`src/rtl/ham_encoder_stream.sv`:
```
// Streaming Hamming encoder; optional overall parity bit via HAM_SECDED_EN.
// Latency: two register stages (S1 holds data, S2 holds codeword); one word per cycle.
// Backpressure: in_ready = !s1_valid || (!s2_valid || out_ready); full stages hold until drained.
module ham_encoder_stream #(
    parameter int M = 4,
    localparam int N = (1 << M) - 1,
    localparam int K = N - M,
`ifdef HAM_SECDED_EN
    localparam int CW = N + 1
`else
    localparam int CW = N
`endif
) (
    input  logic          clk,
    input  logic          rst_n,
    input  logic          in_valid,
    output logic          in_ready,
    input  logic [K-1:0]  in_data,
    output logic          out_valid,
    input  logic          out_ready,
    output logic [CW-1:0] out_code,
    output logic [15:0]   cw_count
);

    // Positions (1-indexed j mapped to bit j-1) whose index has bit i set and
    // which carry data; parity bit i is the XOR of exactly these positions.
    function automatic logic [N-1:0] par_mask(input int i);
        logic [N-1:0] m;
        m = '0;
        for (int j = 1; j <= N; j++) begin
            if ((((j >> i) & 1) != 0) && ((j & (j - 1)) != 0)) begin
                m = m | ({{(N-1){1'b0}}, 1'b1} << (j - 1));
            end
        end
        return m;
    endfunction

    logic          s1_valid;
    logic [K-1:0]  s1_data;
    logic          s2_valid;
    logic [CW-1:0] s2_code;
    logic          s2_adv;

    logic [N-1:0]  dvec;       // data bits in place, parity slots zero
    logic [M-1:0]  par;
    logic [N-1:0]  base_code;  // Hamming codeword without overall parity
    logic [CW-1:0] code_n;

    // Position j: power of two carries parity log2(j); otherwise it carries the
    // data bit whose index is j minus the number of parity slots at or below j.
    for (genvar gj = 1; gj <= N; gj++) begin : g_pos
        if ((gj & (gj - 1)) == 0) begin : g_par_slot
            assign dvec[gj-1]      = 1'b0;
            assign base_code[gj-1] = par[$clog2(gj)];
        end else begin : g_data_slot
            assign dvec[gj-1]      = s1_data[gj - $clog2(gj) - 1];
            assign base_code[gj-1] = dvec[gj-1];
        end
    end

    for (genvar gi = 0; gi < M; gi++) begin : g_parity
        localparam logic [N-1:0] MASK = par_mask(gi);
        assign par[gi] = ^(dvec & MASK);
    end

`ifdef HAM_SECDED_EN
    assign code_n = {^base_code, base_code};
`else
    assign code_n = base_code;
`endif

    assign s2_adv    = !s2_valid || out_ready;
    assign in_ready  = !s1_valid || s2_adv;
    assign out_valid = s2_valid;
    assign out_code  = s2_code;

    // S1: capture an offered word whenever the stage can move; empty otherwise
    always_ff @(posedge clk or negedge rst_n) begin
        if (!rst_n) begin
            s1_valid <= 1'b0;
            s1_data  <= '0;
        end else if (in_ready) begin
            s1_valid <= in_valid;
            if (in_valid) begin
                s1_data <= in_data;
            end
        end
    end

    // S2: register the encoded codeword when the output slot is free or draining
    always_ff @(posedge clk or negedge rst_n) begin
        if (!rst_n) begin
            s2_valid <= 1'b0;
            s2_code  <= '0;
        end else if (s2_adv) begin
            s2_valid <= s1_valid;
            if (s1_valid) begin
                s2_code <= code_n;
            end
        end
    end

    // Delivered-codeword counter, free-running wrap
    always_ff @(posedge clk or negedge rst_n) begin
        if (!rst_n) begin
            cw_count <= 16'h0000;
        end else if (s2_valid && out_ready) begin
            cw_count <= cw_count + 16'd1;
        end
    end

endmodule
```
`config.mk`:
```
export PLATFORM = sky130hd
export DESIGN_NAME = ham_encoder_stream
export DESIGN_NICKNAME = d
export VERILOG_FILES = /design/src/rtl/ham_encoder_stream.sv
export SDC_FILE = /design/constraint.sdc
export NUM_CORES = 1
export LEC_CHECK = 0
export CAP_MARGIN = 5
export CORE_ASPECT_RATIO = 0.6
export CORE_MARGIN = 2
export CORE_UTILIZATION = 50
export CTS_BUF_LIST = sky130_fd_sc_hd__clkbuf_4 sky130_fd_sc_hd__clkbuf_8
export DETAILED_ROUTE_END_ITERATION = 6
export GPL_TIMING_DRIVEN = 0
export PLACE_DENSITY = 0.81
export SETUP_SLACK_MARGIN = 0.3
export SYNTH_ARGS = -nofsm -noshare
export SYNTH_HDL_FRONTEND = slang
export SYNTH_SLANG_ARGS = --single-unit
```
`constraint.sdc`:
```
create_clock -name clk -period 2.03 [get_ports clk]
set_clock_uncertainty 0.1 [all_clocks]
set_input_delay 0.406 -clock clk [delete_from_list [all_inputs] [get_ports clk]]
set_output_delay 0.406 -clock clk [all_outputs]
set_load 0.01 [all_outputs]
```
==> flow_summary_export.csv <==
group,metric,value,unit
worst_hold_path,hold_class,"in -> async",
final_layout,final_common_cell,"dfrtp_1",
worst_setup_path,critPathMaxFanout,2,
place,place.gp.congestion,0.726,
pwr,clkPwrFrac,20.5,%
final_layout,area_growth,37.6,%
worst_setup_path,rr_worst_depth,5,
route,wire_per_inst,15.2,um
timing,rsz0062_at_grt,"true",
global_routing,grt_overflow_total,0,
worst_setup_path,crit_slowest_cell,"clkdlybuf4s50_1",
clock_network,cts_buffers,5,
run_status,outcome,"finished clean",
worst_setup_path,crit_family,"buffers and inverters",
worst_setup_path,crit_path_cell_trace,"clkdlybuf4s50_1",
yosys,synth_top_cell_area_share,58.1,%
pwr,vdd_drop_max,0.757,mV
global_routing,grt_pass1_wl,6060,um
place,portBuffers,47,
timing,period_minus_slack,1700,ps
yosys,synth_area_leaders,"dfrtp_1 (58%), mux2_2 (14%), xnor2_1 (11%)",
timing,maxSlewHeadroom,37.2,%
timing,slew_viol_final,0,
route,drc_errors,0,
worst_setup_path,worst_ep_required_time,1520,ps
yosys,syn_inst,139,
final_layout,multi_input_area,786,um^2
global_routing,grt_max_degree,45,
yosys,syn-num-nets,155,
clock_network,cts_tree,"done",
pwr,power_leakage,1.29,nW
final_layout,register_area,1100,um^2
pwr,p_switching,0.894,mW
route,drt_wl_total,3790,um
pwr,swShare,31.6,%
final_layout,n_fill_cell,257,
route,drt_iter0_drc,69,
clock_network,root_buffer,"clkbuf_8",
pwr,comb_power_share,36.4,%
yosys,synth-seq-cells,44,
worst_setup_path,startpoint_type,"flop",
die,core,3660,um^2
route,num_vias,1247,
clock_network,cts_buffer_depth,2,
pwr,pwr-share-seq,43.0,%
global_routing,grt_use_total,18.8,%
clock_network,hold_buffers,0,
clock_network,clkTransAtPathRegs,90,ps
yosys,yosysTopAreaCell,"dfrtp_1",
die,ioPinCount,48,
die,die_area,4320,um^2
timing,hold_viol,0,
worst_setup_path,cp_num_cells,1,
die,fp.dieH,51.7,um
timing,worst_pin_slew,941,ps
yosys,synth-seq-area-share,58.1,%
yosys,synth.avg_cell_area,13.6,um^2
pwr,p_int,1.94,mW
timing,clock.fmax,590,MHz
final_layout,antenna_cells,0,
timing,setup_viol,0,
yosys,yosysWarnings,0,
route,drt_first_pass_iters,4,
worst_setup_path,crit_type,"reg -> out",
global_routing,antenna_found_initial,0,
final_layout,post-route-util,71.3,%
clock_network,htreeDepth,2,
job,drv_cap,0,
yosys,synth_area,1900,um^2
final_layout,layout-drive-gt1-share,24.8,%
worst_setup_path,end_kind,"output pin",
worst_setup_path,cpPeakStageDelay,530,ps
timing,post-route-period-util,83.5,%
pwr,p_per_area,1090,nW/um^2
clock_network,clkLatencyLatePin,300,ps
final_layout,nets,217,
place,dp_hpwl,2680,um
pwr,power,2.83,mW
route,routed_via_density,5.01,
final_layout,final_cell_mix,"dfrtp_1 (43), mux2_2 (24), xnor2_1 (24)",
yosys,synth_cell_types,21,
route,drtAntennaViolNets,0,
worst_setup_path,worstPathArrival,1190,ps
worst_setup_path,critPathBufInv,1,
die,start_util,51.8,%
die,die_w,83.5,um
clock_network,cts.sinks,44,
global_routing,grt_pass1_vias,1249,
die,rows,17,
==> what timing repair did <==
action | CTS | global route
gates resized for setup | 12 | 17
buffers inserted | 8 | 0
pin swaps | 0 | 0
setup endpoints to repair | 33 | 18
==> sequential cells by signal (all words and copies together) (netlist names) <==
register,cells
s1_data,11
cw_count,16
out_code,15
out_valid,1
s1_valid,1
==> area by class of cell <==
type | instances | share of cell area [%]
buffer | 2 | 0.384
tap | 47 | 2.25
sequential | 44 | 42.3
inverter | 1 | 0.144
clock buffer | 6 | 3.17
timing repair buffer | 55 | 21.1
clock inverter | 2 | 0.576
multi-input combinational | 92 | 30.1
==> synthesized netlist by cell type (all sizes together) <==
master / number
ha: 1
xor2: 8
nor2: 3
mux2: 24
nand2b: 3
buf: 2
nand4: 4
nor3: 2
nor4: 1
xnor2: 25
nand2: 10
o21ai: 3
dfrtp: 44
inv: 1
nand3: 5
and4: 2
nand3b: 1
==> path summary, 6_finish.rpt <==
check,startpoint,to,slack (ps)
worst min-delay path,rst_n,cw_count[5]$_DFFE_PN0P_,140
min in group clk,cw_count[15]$_DFFE_PN0P_,cw_count[15]$_DFFE_PN0P_,380
worst max register to register,cw_count[6]$_DFFE_PN0P_,cw_count[15]$_DFFE_PN0P_,410
worst min register to register,cw_count[15]$_DFFE_PN0P_,cw_count[15]$_DFFE_PN0P_,380
max in group asynchronous,rst_n,cw_count[9]$_DFFE_PN0P_,1040
worst max-delay path,cw_count[2]$_DFFE_PN0P_,cw_count[2],330
==> cell families after synthesis <==
kind of cell	share of synthesized area, %
adder cells (fa/ha/maj)	0.660
XOR/XNOR	16.0
multiplexers	14.3
AND/OR/NAND/NOR	9.44
flip-flops	58.1
buffers and inverters	0.726
AO/OA/AOI/OAI	0.792
==> stage by stage <==
step	std cells	setup TNS (ps)	area [um^2]	worst slack, ps	hold slack [ps]
final	249	0	2610	334	137
after global routing	249	0	2610	285	232
after CTS	249	0	2560	301	182
after detailed placement	233	-1820	2420	-162	375
after global placement	233	-26030	2420	-564	362
after floorplan	139	0	1900	491	10.4
==> per-layer routing <==
layer	GRT usage [%]	wire length, um
met5	0	0
met1	26.2	1910
met2	28.4	1670
met4	7.26	71
met3	5.24	142
==> power groups by stage <==
stage               Clock (mW)  Combinational, mW  Sequential (mW)
finish                   0.582               1.03             1.22
global route             0.623               1.11             1.25
CTS                      0.594               1.05             1.22
detailed placement           0              0.992             1.27
global placement             0              0.964             1.25
floorplan                    0              0.453             1.32
(Power assumes the default switching activity.)
